<file path="src/rtl/throttle_pkg.sv">
// Shared types and default sizing for the rate throttle block.
// THROTTLE_STEP_EN (see rate_throttle) decides whether the PAUSE state is ever reachable.
package throttle_pkg;

  typedef enum logic {
    RUN   = 1'b0,
    PAUSE = 1'b1
  } state_t;

  localparam int NUM_RATES_DEF = 6;
  localparam int BASE_LOG2_DEF = 26;
  localparam int DB_W_DEF      = 16;

  // Width of the rate index; never below one bit.
  function automatic int rate_w(input int n);
    return (n > 2) ? $clog2(n) : 1;
  endfunction

endpackage

</file>
<file path="src/rtl/rate_throttle_if.sv">
// Button inputs and slow-clock/tick outputs of rate_throttle; master drives buttons, slave is the throttle.
// Pause/step pins exist in every build; THROTTLE_STEP_EN decides whether the throttle listens to them.
interface rate_throttle_if #(
  parameter int NUM_RATES = throttle_pkg::NUM_RATES_DEF
);
  localparam int RATE_W = throttle_pkg::rate_w(NUM_RATES);

  logic              pb_freq_up;
  logic              pb_freq_dn;
  logic              pb_pause;
  logic              pb_step;
  logic              slow_clk;
  logic              tick;
  logic [RATE_W-1:0] freq_num;
  logic              paused;

  modport master (
    output pb_freq_up, pb_freq_dn, pb_pause, pb_step,
    input  slow_clk, tick, freq_num, paused
  );

  modport slave (
    input  pb_freq_up, pb_freq_dn, pb_pause, pb_step,
    output slow_clk, tick, freq_num, paused
  );

endinterface

</file>
<file path="src/rtl/pb_debounce.sv">
// Active-low push-button cleaner: 2-flop synchroniser, then a level accepted after 2^DB_W stable cycles.
// press pulses for one cycle, aligned with the debounced level falling; no backpressure.
module pb_debounce #(
  parameter int DB_W = 16
) (
  input  logic CLK_50,
  input  logic reset,
  input  logic pb_n,
  output logic level,
  output logic press
);
  logic            sync1;
  logic            sync2;
  logic [DB_W-1:0] cnt;

  // cnt runs only while the synchronised input disagrees with level; any agreement restarts it.
  always_ff @(posedge CLK_50 or posedge reset) begin
    if (reset) begin
      sync1 <= 1'b1;
      sync2 <= 1'b1;
      level <= 1'b1;
      press <= 1'b0;
      cnt   <= '0;
    end else begin
      sync1 <= pb_n;
      sync2 <= sync1;
      press <= 1'b0;
      if (sync2 == level) begin
        cnt <= '0;
      end else if (&cnt) begin
        level <= sync2;
        press <= ~sync2;
        cnt   <= '0;
      end else begin
        cnt <= cnt + 1'b1;
      end
    end
  end

endmodule

</file>
<file path="src/rtl/rate_throttle.sv">
// Button-selected power-of-two slow clock plus tick; registered outputs, rate moves 1 cycle after a press pulse; no backpressure.
// Define THROTTLE_STEP_EN to build the pause/single-step controls; otherwise the block always runs.
module rate_throttle
  import throttle_pkg::*;
#(
  parameter int NUM_RATES  = NUM_RATES_DEF,
  parameter int BASE_LOG2  = BASE_LOG2_DEF,
  parameter int RESET_RATE = 0,
  parameter int DB_W       = DB_W_DEF
) (
  input  logic           CLK_50,
  input  logic           reset,
  rate_throttle_if.slave bus
);
  localparam int RATE_W = rate_w(NUM_RATES);
  localparam int IDX_W  = $clog2(BASE_LOG2);
  localparam logic [RATE_W-1:0] MAX_RATE = RATE_W'(NUM_RATES - 1);
  localparam logic [RATE_W-1:0] RST_RATE = RATE_W'(RESET_RATE);
  localparam logic [IDX_W-1:0]  TOP_IDX  = IDX_W'(BASE_LOG2 - 1);

  state_t               state;
  logic                 run;
  logic                 up_p;
  logic                 dn_p;
  logic                 step_tick;
  logic                 unused_up_lvl;
  logic                 unused_dn_lvl;
  logic [BASE_LOG2-1:0] cnt;
  logic [RATE_W-1:0]    freq_num;
  logic [RATE_W-1:0]    freq_nxt;
  logic [IDX_W-1:0]     bit_idx;
  logic                 sel_bit;
  logic                 freq_chg;
  logic                 resync;
  logic                 slow_clk;
  logic                 tick;

  pb_debounce #(.DB_W(DB_W)) u_db_up (
    .CLK_50(CLK_50), .reset(reset), .pb_n(bus.pb_freq_up), .level(unused_up_lvl), .press(up_p)
  );
  pb_debounce #(.DB_W(DB_W)) u_db_dn (
    .CLK_50(CLK_50), .reset(reset), .pb_n(bus.pb_freq_dn), .level(unused_dn_lvl), .press(dn_p)
  );

`ifdef THROTTLE_STEP_EN
  state_t state_nxt;
  logic   pause_p;
  logic   step_p;
  logic   unused_pause_lvl;
  logic   unused_step_lvl;

  pb_debounce #(.DB_W(DB_W)) u_db_pause (
    .CLK_50(CLK_50), .reset(reset), .pb_n(bus.pb_pause), .level(unused_pause_lvl), .press(pause_p)
  );
  pb_debounce #(.DB_W(DB_W)) u_db_step (
    .CLK_50(CLK_50), .reset(reset), .pb_n(bus.pb_step), .level(unused_step_lvl), .press(step_p)
  );

  always_ff @(posedge CLK_50 or posedge reset) begin
    if (reset) state <= RUN;
    else       state <= state_nxt;
  end

  always_comb begin
    state_nxt = state;
    if (pause_p) state_nxt = (state == RUN) ? PAUSE : RUN;
  end

  // A coinciding pause press wins; the step is dropped.
  assign step_tick = (state == PAUSE) && step_p && !pause_p;
`else
  logic unused_pb;
  assign unused_pb = bus.pb_pause ^ bus.pb_step;
  assign state     = RUN;
  assign step_tick = 1'b0;
`endif

  always_comb begin
    freq_nxt = freq_num;
    if (up_p && !dn_p && (freq_num != MAX_RATE))
      freq_nxt = freq_num + 1'b1;
    else if (dn_p && !up_p && (freq_num != '0))
      freq_nxt = freq_num - 1'b1;
  end

  assign run      = (state == RUN);
  assign freq_chg = (freq_nxt != freq_num);
  assign bit_idx  = TOP_IDX - IDX_W'(freq_num);
  assign sel_bit  = cnt[bit_idx];

  // After a rate change slow_clk still holds a bit from the old rate; resync keeps the
  // first reload under the new rate (possibly after a pause) from looking like a rising edge.
  always_ff @(posedge CLK_50 or posedge reset) begin
    if (reset) begin
      cnt      <= '0;
      slow_clk <= 1'b0;
      tick     <= 1'b0;
      freq_num <= RST_RATE;
      resync   <= 1'b0;
    end else begin
      freq_num <= freq_nxt;
      if (run) begin
        cnt      <= cnt + 1'b1;
        slow_clk <= sel_bit;
      end
      if (freq_chg)  resync <= 1'b1;
      else if (run)  resync <= 1'b0;
      tick <= (run && sel_bit && !slow_clk && !resync && !freq_chg) || step_tick;
    end
  end

  assign bus.slow_clk = slow_clk;
  assign bus.tick     = tick;
  assign bus.freq_num = freq_num;
  assign bus.paused   = (state == PAUSE);

endmodule
</file>
<file path="src/flat_wrapper.sv">
// flat-port wrapper written by rule: the top's interface ports become plain ports
module rate_throttle_flat import throttle_pkg::*;
#(
  parameter int NUM_RATES  = NUM_RATES_DEF,
  parameter int BASE_LOG2  = BASE_LOG2_DEF,
  parameter int RESET_RATE = 0,
  parameter int DB_W       = DB_W_DEF
)
  (CLK_50, reset, bus_pb_freq_up, bus_pb_freq_dn, bus_pb_pause, bus_pb_step, bus_slow_clk, bus_tick, bus_freq_num, bus_paused);
  rate_throttle_if #(.NUM_RATES(NUM_RATES)) bus_i ();
  input  logic CLK_50;
  input  logic reset;
  input wire logic [$bits(bus_i.pb_freq_up)-1:0] bus_pb_freq_up;
  input wire logic [$bits(bus_i.pb_freq_dn)-1:0] bus_pb_freq_dn;
  input wire logic [$bits(bus_i.pb_pause)-1:0] bus_pb_pause;
  input wire logic [$bits(bus_i.pb_step)-1:0] bus_pb_step;
  output wire logic [$bits(bus_i.slow_clk)-1:0] bus_slow_clk;
  output wire logic [$bits(bus_i.tick)-1:0] bus_tick;
  output wire logic [$bits(bus_i.freq_num)-1:0] bus_freq_num;
  output wire logic [$bits(bus_i.paused)-1:0] bus_paused;
  assign bus_i.pb_freq_up = bus_pb_freq_up;
  assign bus_i.pb_freq_dn = bus_pb_freq_dn;
  assign bus_i.pb_pause = bus_pb_pause;
  assign bus_i.pb_step = bus_pb_step;
  assign bus_slow_clk = bus_i.slow_clk;
  assign bus_tick = bus_i.tick;
  assign bus_freq_num = bus_i.freq_num;
  assign bus_paused = bus_i.paused;
  rate_throttle #(.NUM_RATES(NUM_RATES), .BASE_LOG2(BASE_LOG2), .RESET_RATE(RESET_RATE), .DB_W(DB_W)) u_core (.CLK_50(CLK_50), .reset(reset), .bus(bus_i));
endmodule
</file>
<file path="config.mk">
export PLATFORM = sky130hd
export DESIGN_NAME = rate_throttle_flat
export DESIGN_NICKNAME = d
export VERILOG_FILES = /design/src/rtl/throttle_pkg.sv /design/src/rtl/rate_throttle_if.sv /design/src/rtl/pb_debounce.sv /design/src/rtl/rate_throttle.sv /design/src/flat_wrapper.sv
export SDC_FILE = /design/constraint.sdc
export NUM_CORES = 1
export LEC_CHECK = 0
export ABC_AREA = 1
export ABC_CLOCK_PERIOD_IN_PS = 3300
export CAP_MARGIN = 0
export CORE_UTILIZATION = 55
export CTS_CLUSTER_DIAMETER = 80
export DETAILED_ROUTE_END_ITERATION = 8
export GPL_TIMING_DRIVEN = 0
export MAX_ROUTING_LAYER = met4
export PLACE_DENSITY_LB_ADDON = 0.1
export SYNTH_ARGS = -nofsm -noshare
export SYNTH_HDL_FRONTEND = slang
export SYNTH_SLANG_ARGS = --single-unit
</file>
<file path="constraint.sdc">
create_clock -name CLK_50 -period 3.3 [get_ports CLK_50]
set_clock_uncertainty 0.2 [all_clocks]
set_input_delay 0.66 -clock CLK_50 [delete_from_list [all_inputs] [get_ports CLK_50]]
set_output_delay 0.66 -clock CLK_50 [all_outputs]
set_load 0.05 [all_outputs]
</file>
; ---- Word level (Yosys, flattened, before mapping)
; Cells that the tools add are included.
[totals]
register_bits = 72
latchBits = 0
mem_bits_rw = 0
romBits = 0
input_bits = 6
elab_cells = 60
memories = 0
[classes]
addsub = 6
multipliers = 0
n_div = 0
magnitude_cmp = 1
n_eq_ne = 4
n_shift = 0
n_mux = 13
n_bitwise = 4
reduce_logical = 17
[op_table]
columns = op, n
row1 = two-way mux 16 bit, 4
row2 = AND reduction 17 bit, 2
row3 = adder 16 x 1 -> 16 bit (second input constant), 2
row4 = AND reduction 16 bit, 2
row5 = adder 26 x 1 -> 26 bit (second input constant), 1
row6 = logical AND 1 bit, 7
row7 = < comparator 5 x 6 -> 1 bit (second input constant), 1
row8 = two-way mux 1 bit, 6
row9 = two-way mux 3 bit, 2
row10 = binary-select mux 1 bit (select 5 bit), 1
row11 = logical NOT 1 bit, 5
row12 = subtractor 4 x 4 -> 5 bit (first input constant), 1
row13 = inverter 1 bit, 4
row14 = adder 3 x 1 -> 3 bit (second input constant), 1
row15 = inequality test 3 bit, 1
row16 = inequality test 3 bit (second input constant), 1
row17 = nonzero test 3 bit, 1
row18 = subtractor 3 x 1 -> 3 bit (second input constant), 1
row19 = equality test 1 bit, 2

; ---- Logic depth before layout (Yosys ltp)
; Gate-level depths: netlist of run 1.
[logic_depth]
word_depth = 8
ltp_mapped = 8
mapped_depth_nobuf = 8

; ---- Hierarchy
; Synthesis of run 1 repeated with hierarchy kept, for this count alone.
[unflattened]
hier_cells = 504
hier_area_um2 = 3943.8
[modules_own_cells]
columns = module, instances, cells_per_inst, area_per_inst_um2, seq_area_each_um2
row1 = pb_debounce, 2, 138, 1073.5, 504.2
row2 = rate_throttle, 1, 228, 1796.7, 800.8

; ---- Least setup slack after synthesis of run 1
; Ideal clock, no wire load.
[synth_timing]
path_type = flip-flop to flip-flop
startpoint = register u_core.freq_num[0] (netlist: u_core.bus.freq_num[0])
endpoint = register u_core.freq_num[1] (netlist: u_core.bus.freq_num[1])
setup_ps = 119
t_arrival_ps = 1653
required_ps = 2981
slack_ps = 1328
stages_incl_launch_ff = 9
synth_period_minus_slack_ps = 1972
path_cell_list = dfrtp_1 -> buf_2 -> inv_1 -> ha_1 -> nand2_1 -> nand2_1 -> nand2_1 -> o211ai_1 -> o21a_1
[synth_via]
elab_chain_len = 4
elab_cells_between_ends = 8
cone_classes = add/sub (2) / eq/ne (1) / mux (2) / reduce/logical (3)
[synth_rtl]
columns = item, line_no
row1 = start: declaration, rate_throttle.sv:29  ; logic [RATE_W-1:0] freq_num;
row2 = start signal: assignment, rate_throttle.sv:101  ; freq_num <= freq_nxt;
row3 = "parallel branches: the longest is 3 deep, another holds subtractor 3 x 1 -> 3 bit", -
row4 = two-way mux 3 bit *, rate_throttle.sv:80  ; if (up_p && !dn_p && (freq_num != MAX_RATE))
row5 = net u_core.freq_nxt[1], rate_throttle.sv:30  ; logic [RATE_W-1:0] freq_nxt;
; Mark *: on every way through the listed nets, which the timed path passes.
; A chain may end at the register's enable or synchronous reset.

; ---- Worst setup path after layout of run 1
[layout_timing]
startpoint = register u_core.freq_num[1] (netlist: u_core.bus.freq_num[1])
endpoint = output port bus_freq_num[1]
[layout_rtl]
columns = item, line_no
row1 = end: declaration, flat_wrapper.sv:19  ; output wire logic [$bits(bus_i.freq_num)-1:0] bus_freq_num;
; No word-level cell between the ends.

==> impl_metrics.tcl, run 1 <==
set metrics [dict create \
    status "complete, no violations" \
    ant_nets 0 \
    hold_viol_final 0 \
    dp.cells 544 \
    utilization 0.627 \
    synth.most_common_cell "nand2_1" \
    cts_buffers 9 \
    start_util 0.568 \
    via_per_inst 5.10 \
    hold_ws_ns 0.158 \
    first_global_vias 2769 \
    worst_pin_slew_ns 0.873 \
    h-tree-depth 3 \
    fillers 584 \
    drv_slew 0 \
    rsz0062_at_grt "false" \
    num_io_pins 12 \
    cts.path.max_buffers 2 \
    end_kind "output pin" \
    setup_viol 0 \
    grt_pass1_wl_um 12100 \
    dr.pass1.iters 4 \
    cp_slowest_cell "clkdlybuf4s50_1" \
    synth_nets 470 \
    cap_violations 0 \
    cts.sinks 72 \
    synth-edff-count 0 \
    yosysWarnings 0 \
    postSynth.asyncResetShare 1.00 \
    period_share 0.740 \
    port_buffers 8 \
    crit_path_cell_trace "clkdlybuf4s50_1" \
    power_mw 1.71 \
    post_cts_resized 0 \
    cts_tree "yes" \
    ys_top_cells_by_area "dfrtp_1 43%, nand2_1 10%, nor2_1 6.2%" \
    syn_area_um2 3840 \
    synth.top_cell.area_share 0.430 \
    path_clk_slew_ns 0.08 \
    clk_latency_ns 0.34 \
    slowest_delay_ns 0.82 \
    hp-class "flop to flop" \
    routed-via-count 2858 \
    cts_setup_buffers 0 \
    fmax_ghz 0.410 \
    cpLargestDelayFamily "buffers and inverters" \
    drive_gt1_frac 0.156 \
    cp.arrival_ns 1.58 \
    wl_per_cell_um 12.3 \
    yosysTopAreaCell "dfrtp_1" \
    num_rows 30 \
    cp-start-kind "flop" \
    ys_types 30 \
    ir_drop_v 0.000355 \
    path_max_fanout 5 \
    syn_avg_cell_area_um2 8.42 \
    n_antenna_cell 0 \
    overflow 0 \
    grt_use_total 0.215 \
    final_cells 560 \
    static-leakage-power_nw 1.86 \
    min_period_ns 2.44 \
    drt_wl_total_um 6890 \
    ctsHoldBuffers 0 \
    ys_ff_latch 72 \
    nets 489 \
    cts-root-buf "clkbuf_8" \
    critical_path_class "flop to output pin" \
    p_per_area_nw_per_um2 403 \
    syn_inst 456 \
    die_x_um 85.5 \
    drt_iter0_drc 120 \
    ys.flop_type "dfrtp_1" \
    dp.final_hpwl_um 4970 \
    antenna_found_initial 0 \
    core-area_um2 6760 \
    dieArea_um2 7320 \
    cp_num_buf_inv 1 \
    synthTopCellsByCount "103 x nand2_1, 66 x dfrtp_1, 63 x nor2_1" \
    grt_max_degree 73 \
    gp_congestion 0.887 \
    drc 0 \
    die_height_um 85.5 \
    maxSlewHeadroom 0.418 \
    synth_seq_area_share 0.471 \
    syn2layout_area_growth_pct 10.4 \
    worstPathRequired_ns 2.44 \
]
[per-stage QoR]
step,TNS [ns],setup WS [ns],cell area (µm²)
2_1_floorplan,0,0.625,3840
3_3_place_gp,-37.26,-0.569,4020
3_5_place_dp,0,1.22,4020
4_1_cts,0,0.847,4240
5_1_grt,0,0.784,4240
6_report,0,0.858,4240
[power by group]
part           switching, mW  internal, mW
combinational         0.0345        0.0133
sequential           0.00675         0.892
clock                  0.338         0.425
[layer usage]
| layer | up-vias | GRT usage | part of all wire |
|---|---|---|---|
| met2 | 33 | 0.351 | 0.48 |
| met1 | 1345 | 0.269 | 0.48 |
| met3 | 6 | 0.0549 | 0.033 |
| met5 | - | - | 0 |
| li1 | 1474 | - | - |
| met4 | 0 | 0.0576 | 0.0094 |
[sequential cells by signal, indices dropped and copies added, names as in the netlist]
| register | cells |
|---|---|
| u_core.bus.freq_num | 3 |
| u_core.bus.slow_clk | 1 |
| u_core.bus.tick | 1 |
| u_core.cnt | 26 |
| u_core.resync | 1 |
| u_core.u_db_dn.cnt | 16 |
| u_core.u_db_dn.level | 1 |
| u_core.u_db_dn.press | 1 |
| u_core.u_db_dn.sync1 | 1 |
| u_core.u_db_dn.sync2 | 1 |
| u_core.u_db_up.cnt | 16 |
| u_core.u_db_up.level | 1 |
| u_core.u_db_up.press | 1 |
| u_core.u_db_up.sync1 | 1 |
| u_core.u_db_up.sync2 | 1 |
[cell type report]
class | count | area, µm² | area share
multi-input cells | 328 | 1810 | 0.427
flip-flops and latches | 72 | 1810 | 0.427
inverters | 52 | 198 | 0.0466
clock buffers | 9 | 124 | 0.0292
well taps | 80 | 100 | 0.0236
clock inverters | 7 | 93.8 | 0.0221
repair buffers | 8 | 80.1 | 0.0189
plain buffers | 4 | 22.5 | 0.00531
[worst paths after layout]
kind | startpoint | endpoint | slack, ns | cells past startpoint
max in group asynchronous | reset | u_core.u_db_up.cnt[8]$_DFF_PP0_ | 1.68 | 2
hold / removal | u_core.u_db_up.sync1$_DFF_PP1_ | u_core.u_db_up.sync2$_DFF_PP1_ | 0.16 | 0
min in group asynchronous | reset | u_core.u_db_up.cnt[7]$_DFF_PP0_ | 0.63 | 2
setup reg to reg | u_core.bus.freq_num[0]$_DFF_PP0_ | u_core.bus.freq_num[1]$_DFF_PP0_ | 1.49 | 8
setup / recovery | u_core.bus.freq_num[1]$_DFF_PP0_ | bus_freq_num[1] | 0.86 | 1
hold reg to reg | u_core.u_db_up.sync1$_DFF_PP1_ | u_core.u_db_up.sync2$_DFF_PP1_ | 0.16 | 0
[cell families (layout without fill, tap and decap cells)]
| kind of cell | count (synthesis) | after routing | share of synthesized area |
|---|---|---|---|
| AND/OR/NAND/NOR | 263 | 263 | 0.328 |
| flip-flops | 72 | 72 | 0.471 |
| buffers and inverters | 56 | 80 | 0.0567 |
| XOR/XNOR | 38 | 38 | 0.0906 |
| AO/OA/AOI/OAI | 18 | 18 | 0.0261 |
| adder cells (fa/ha/maj) | 8 | 8 | 0.0261 |
| other | 1 | 1 | 0.000977 |
[layout by cell type (no fill, tap or decap), drive strengths merged, types with 8 or more instances in the layout]
cell	n
xnor2	14
o21ai	9
nand2	111
dfrtp	66
clkdlybuf4s50	8
clkbuf	9
nor2	78
nand3	47
xor2	24
inv	53
nor3	19
ha	8
No activity file was read; power rests on OpenSTA's default activity.
==> inputs of run 2 (changes only) <==
- ABC_CLOCK_PERIOD_IN_PS: 3300 -> 2100
- clock period: 3.3 -> 2.1 ns (I/O delays scaled with it)
==> run 2 against run 1 <==
  * The run now ends with design-rule violations left
  * Flip-flop and latch count stayed put
  * Sequential power rose by 57%
  * Global-route usage grew 1.5 points
  * Clock power grew 47%
  * Final cell count up 0.18%
  * Register-to-register slack lost 1.2 ns
  * Wire length is 3.6% higher
  * Largest power group unchanged
==> impl_metrics.tcl, run 2 (same netlist as run 1, synthesis figures left out) <==
set metrics [dict create \
    status "finished, violations left" \
    violations "design-rule violations" \
    start_util 0.568 \
    pre_cts_slack_ns 0.238 \
    final_common_cell "nand2_1" \
    fillers 598 \
    static-leakage-power_nw 1.88 \
    dr.pass1.iters 6 \
    multi_input_area_um2 1810 \
    drv_slew 0 \
    post_cts_resized 5 \
    min_period_ns 1.93 \
    routed-via-count 2867 \
    critical_path_class "flop to output pin" \
    first_global_vias 2968 \
    wl_per_cell_um 12.7 \
    cpLargestDelayFamily "buffers and inverters" \
    cp_num_buf_inv 1 \
    dp.final_hpwl_um 5210 \
    ir_drop_v 0.000468 \
    ant_nets 0 \
    cp.arrival_ns 1.31 \
    num_io_pins 12 \
    reg.largest.list "u_core.cnt: 26 flops, u_core.u_db_dn.cnt: 16 flops, u_core.u_db_up.cnt: 16 flops" \
    cap_violations 0 \
    num_rows 30 \
    slowest_delay_ns 0.54 \
    grt_pass1_wl_um 12700 \
    antenna_found_initial 0 \
    hold_ws_ns 0.160 \
    crit_path_cell_trace "dlygate4sd2_1" \
    cts-root-buf "clkbuf_8" \
    via_per_inst 5.11 \
    gp_congestion 0.846 \
    hold_viol_final 0 \
    cp_slowest_cell "dlygate4sd2_1" \
    utilization 0.627 \
    end_kind "output pin" \
    maxSlewHeadroom 0.487 \
    cp-start-kind "flop" \
    largest_reg_flops 26 \
    period_share 0.919 \
    die_height_um 85.5 \
    fmax_ghz 0.518 \
    n_antenna_cell 0 \
    worstPathRequired_ns 1.48 \
    overflow 0 \
    p_per_area_nw_per_um2 617 \
    worst_slack_ns 0.171 \
    nets 490 \
    h-tree-depth 3 \
    drc 1 \
    drt_iter0_drc 107 \
    dieArea_um2 7320 \
    rsz0062_at_grt "false" \
    setup_viol 0 \
    syn2layout_area_growth_pct 10.3 \
    cts.sinks 72 \
    path_max_fanout 5 \
    grt_use_total 0.230 \
    clk_latency_ns 0.36 \
    die_x_um 85.5 \
    port_buffers 8 \
    ctsHoldBuffers 0 \
    cts_tree "yes" \
    worst_pin_slew_ns 0.768 \
    cts_buffers 9 \
    ff_latch_area_um2 1810 \
    grt_max_degree 39 \
    cts_setup_buffers 0 \
    layout_common_cells "103 x nand2_1, 66 x dfrtp_1, 63 x nor2_1, 44 x inv_1, 42 x nand3_1" \
    drt_wl_total_um 7140 \
    top_register "u_core.cnt" \
    drive_gt1_frac 0.156 \
    core-area_um2 6760 \
    cts.path.max_buffers 2 \
    hp-class "flop to flop" \
    path_clk_slew_ns 0.08 \
]
## run 2: cell count changes in the layout (fill, tap and decap cells not counted), sizes merged
cell           change
clkinv             +1
dlygate4sd2        +5
clkdlybuf4s50      -5
buf                +1
clkbuf             +2
bufinv             -1
inv                -2
## run 2: final timing paths
| kind | start | to | slack [ns] | cells past startpoint |
|---|---|---|---|---|
| worst min register to register | u_core.u_db_up.sync1$_DFF_PP1_ | u_core.u_db_up.sync2$_DFF_PP1_ | 0.16 | 0 |
| max in group asynchronous | reset | u_core.u_db_dn.level$_DFFE_PP1P_ | 0.68 | 3 |
| worst max-delay path | u_core.bus.freq_num[1]$_DFF_PP0_ | bus_freq_num[1] | 0.17 | 1 |
| worst min-delay path | u_core.u_db_up.sync1$_DFF_PP1_ | u_core.u_db_up.sync2$_DFF_PP1_ | 0.16 | 0 |
| worst max register to register | u_core.bus.freq_num[0]$_DFF_PP0_ | u_core.bus.freq_num[1]$_DFF_PP0_ | 0.30 | 8 |
| min in group asynchronous | reset | u_core.u_db_up.cnt[15]$_DFF_PP0_ | 0.34 | 2 |
## run 2: final cells by class
type	instances	share of cell area
clock buffers	11	0.0334
well taps	80	0.0236
clock inverters	5	0.0133
plain buffers	4	0.00532
flip-flops and latches	72	0.427
multi-input cells	328	0.428
inverters	52	0.0470
repair buffers	9	0.0222
## run 2: power by group
part	internal (mW)	total (mW)	leakage [nW]	switching, mW
clock network	0.579	1.12	0.0993	0.540
logic	0.0247	0.0801	0.818	0.0554
registers	1.40	1.41	0.966	0.0103
## run 2: per-stage QoR
| step | cell area (µm²) | power [mW] | TNS (ns) | std cells |
|---|---|---|---|---|
| 6_report | 4230 | 2.61 | 0 | 561 |
| 4_1_cts | 4230 | 2.64 | 0 | 561 |
| 5_1_grt | 4230 | 2.71 | 0 | 561 |
| 2_1_floorplan | 3840 | 1.50 | 0 | 456 |
| 3_5_place_dp | 4040 | 1.52 | 0 | 545 |
| 3_3_place_gp | 4020 | 1.52 | -11.78 | 544 |
## run 2: per-layer routing
metal	share of wire	track usage	up-vias	routed length (µm)
li1	-	-	1475	-
met1	0.48	0.283	1349	3420
met2	0.47	0.371	29	3380
met3	0.025	0.0491	14	181
met4	0.021	0.0970	0	152
met5	0	-	-	0
==> inputs of run 3 (changes only) <==
- ABC_CLOCK_PERIOD_IN_PS: 2100 -> 2400
- clock period: 2.1 -> 2.4 ns (I/O delays scaled with it)
==> run 3 against run 2 <==
  * The run still ends with design-rule violations left
  * Register-to-register slack gained 0.30 ns
  * Sequential share of layout area down 0.063 points
  * Clock power fell by 13%
  * Non-clock buffer count did not move
  * Critical path depth did not move
  * First-iteration DRC count is the same
  * Hold slack unchanged
  * Design area rose by 0.15%
  * Clock-buffer cell count stayed put
  * Combinational power decreased by 12%
  * Critical endpoint unchanged
==> impl_metrics.tcl, run 3 (same netlist as run 1, synthesis figures left out) <==
set metrics [dict create \
    drt_wl_total_um 7140 \
    fmax_ghz 0.440 \
    period_share 0.946 \
    cts_buffers 9 \
    dp.final_hpwl_um 5210 \
    cts.sinks 72 \
    path_depth 1 \
    critical_path_class "flop to output pin" \
    worst_hold_path.num_cells 0 \
    largest_reg_flops 26 \
    worstPathRequired_ns 1.72 \
    syn2layout_area_growth_pct 10.5 \
    cp_slowest_cell "clkdlybuf4s50_1" \
    drive_gt1_frac 0.156 \
    start_util 0.568 \
    p_comb_frac 0.031 \
    grt_use_total 0.230 \
    port_buffers 8 \
    setup_tns_ns 0 \
    num_io_pins 12 \
    static-leakage-power_nw 1.86 \
    die_height_um 85.5 \
    rsz0062_at_grt "false" \
    h-tree-depth 3 \
    crit_path_cell_trace "clkdlybuf4s50_1" \
    reg2reg_depth 8 \
    p_sw_frac 0.232 \
    cts_tree "yes" \
    ir_drop_v 0.000410 \
    layout_common_cells "103 x nand2_1, 66 x dfrtp_1, 63 x nor2_1, 44 x inv_1, 42 x nand3_1" \
    overflow 0 \
    grt_pass1_wl_um 12700 \
    hold_ws_ns 0.160 \
    cp-start-kind "flop" \
    die_x_um 85.5 \
    hp-class "flop to flop" \
    power_frac_seq 0.541 \
    placed_cell_area_um2 4040 \
    first_global_vias 2972 \
    wl_per_cell_um 12.7 \
    setup_viol 0 \
    cp_num_buf_inv 1 \
    gp_congestion 0.846 \
    clk_latency_ns 0.36 \
    status "finished, violations left" \
    post_cts_resized 0 \
    cts_setup_buffers 0 \
    path_max_fanout 5 \
    clkPwrFrac 0.428 \
    slowest_delay_ns 0.82 \
    cts.path.max_buffers 2 \
    cpLargestDelayFamily "buffers and inverters" \
    grt_max_degree 39 \
    end_kind "output pin" \
    stdcell_area_um2 4240 \
    antenna_found_initial 0 \
    reg.largest.list "u_core.cnt: 26 flops, u_core.u_db_dn.cnt: 16 flops, u_core.u_db_up.cnt: 16 flops" \
    p_sw_mw 0.530 \
    n_antenna_cell 0 \
    ctsHoldBuffers 0 \
    drv_slew 0 \
    p_per_area_nw_per_um2 539 \
    path_clk_slew_ns 0.08 \
    min_period_ns 2.27 \
    hold_viol_final 0 \
    top_register "u_core.cnt" \
    drt_iter0_drc 107 \
    cap_violations 0 \
    p_int_mw 1.76 \
    core-area_um2 6760 \
    worst_pin_slew_ns 0.768 \
    final_common_cell "nand2_1" \
    via_per_inst 5.12 \
    nets 490 \
    cts-root-buf "clkbuf_8" \
    drc 1 \
    ant_nets 0 \
    violations "design-rule violations" \
    routed-via-count 2870 \
    cp.arrival_ns 1.59 \
    dr.pass1.iters 6 \
    num_rows 30 \
    maxSlewHeadroom 0.487 \
    dieArea_um2 7320 \
]
==> run 3: worst paths after layout <==
check	from	endpoint	slack, ns
setup / recovery	u_core.bus.freq_num[1]$_DFF_PP0_	bus_freq_num[1]	0.13
hold / removal	u_core.u_db_up.sync1$_DFF_PP1_	u_core.u_db_up.sync2$_DFF_PP1_	0.16
setup reg to reg	u_core.bus.freq_num[0]$_DFF_PP0_	u_core.bus.freq_num[1]$_DFF_PP0_	0.60
hold reg to reg	u_core.u_db_up.sync1$_DFF_PP1_	u_core.u_db_up.sync2$_DFF_PP1_	0.16
max in group asynchronous	reset	u_core.u_db_dn.level$_DFFE_PP1P_	0.92
min in group asynchronous	reset	u_core.u_db_up.cnt[15]$_DFF_PP0_	0.40
==> run 3: per-stage QoR <==
stage | utilization | total power, mW | instances | setup slack [ns]
2_1_floorplan | - | 1.31 | 456 | 0.428
3_3_place_gp | 0.595 | 1.33 | 544 | 0.0579
3_5_place_dp | 0.598 | 1.33 | 545 | 0.478
4_1_cts | 0.628 | 2.31 | 561 | 0.105
5_1_grt | 0.628 | 2.37 | 561 | 0.0757
6_report | 0.628 | 2.28 | 561 | 0.129
==> run 3: area by class of cell <==
type,instances,area (µm²)
Multi-Input combinational cell,328,1810
Clock buffer,11,141
Fill cell,594,2520
Inverter,52,199
Sequential cell,72,1810
Timing Repair Buffer,9,100
Buffer,4,22.5
Tap cell,80,100
Clock inverter,5,56.3
==> run 3: power by group through the flow <==
stage / clock network [mW] / logic (mW) / registers [mW]
after floorplan: 0 / 0.0506 / 1.26
after CTS: 1.00 / 0.0734 / 1.24
after global placement: 0 / 0.0677 / 1.26
final: 0.979 / 0.0701 / 1.24
after detailed placement: 0 / 0.0731 / 1.26
after global routing: 1.05 / 0.0815 / 1.24
==> run 3: layer usage <==
metal  track usage  up-vias  wire length (µm)
li1              -     1475                 -
met5             -        -                 0
met4        0.0970        0               152
met2         0.371       29              3390
met1         0.283     1352              3420
met3        0.0491       14               180
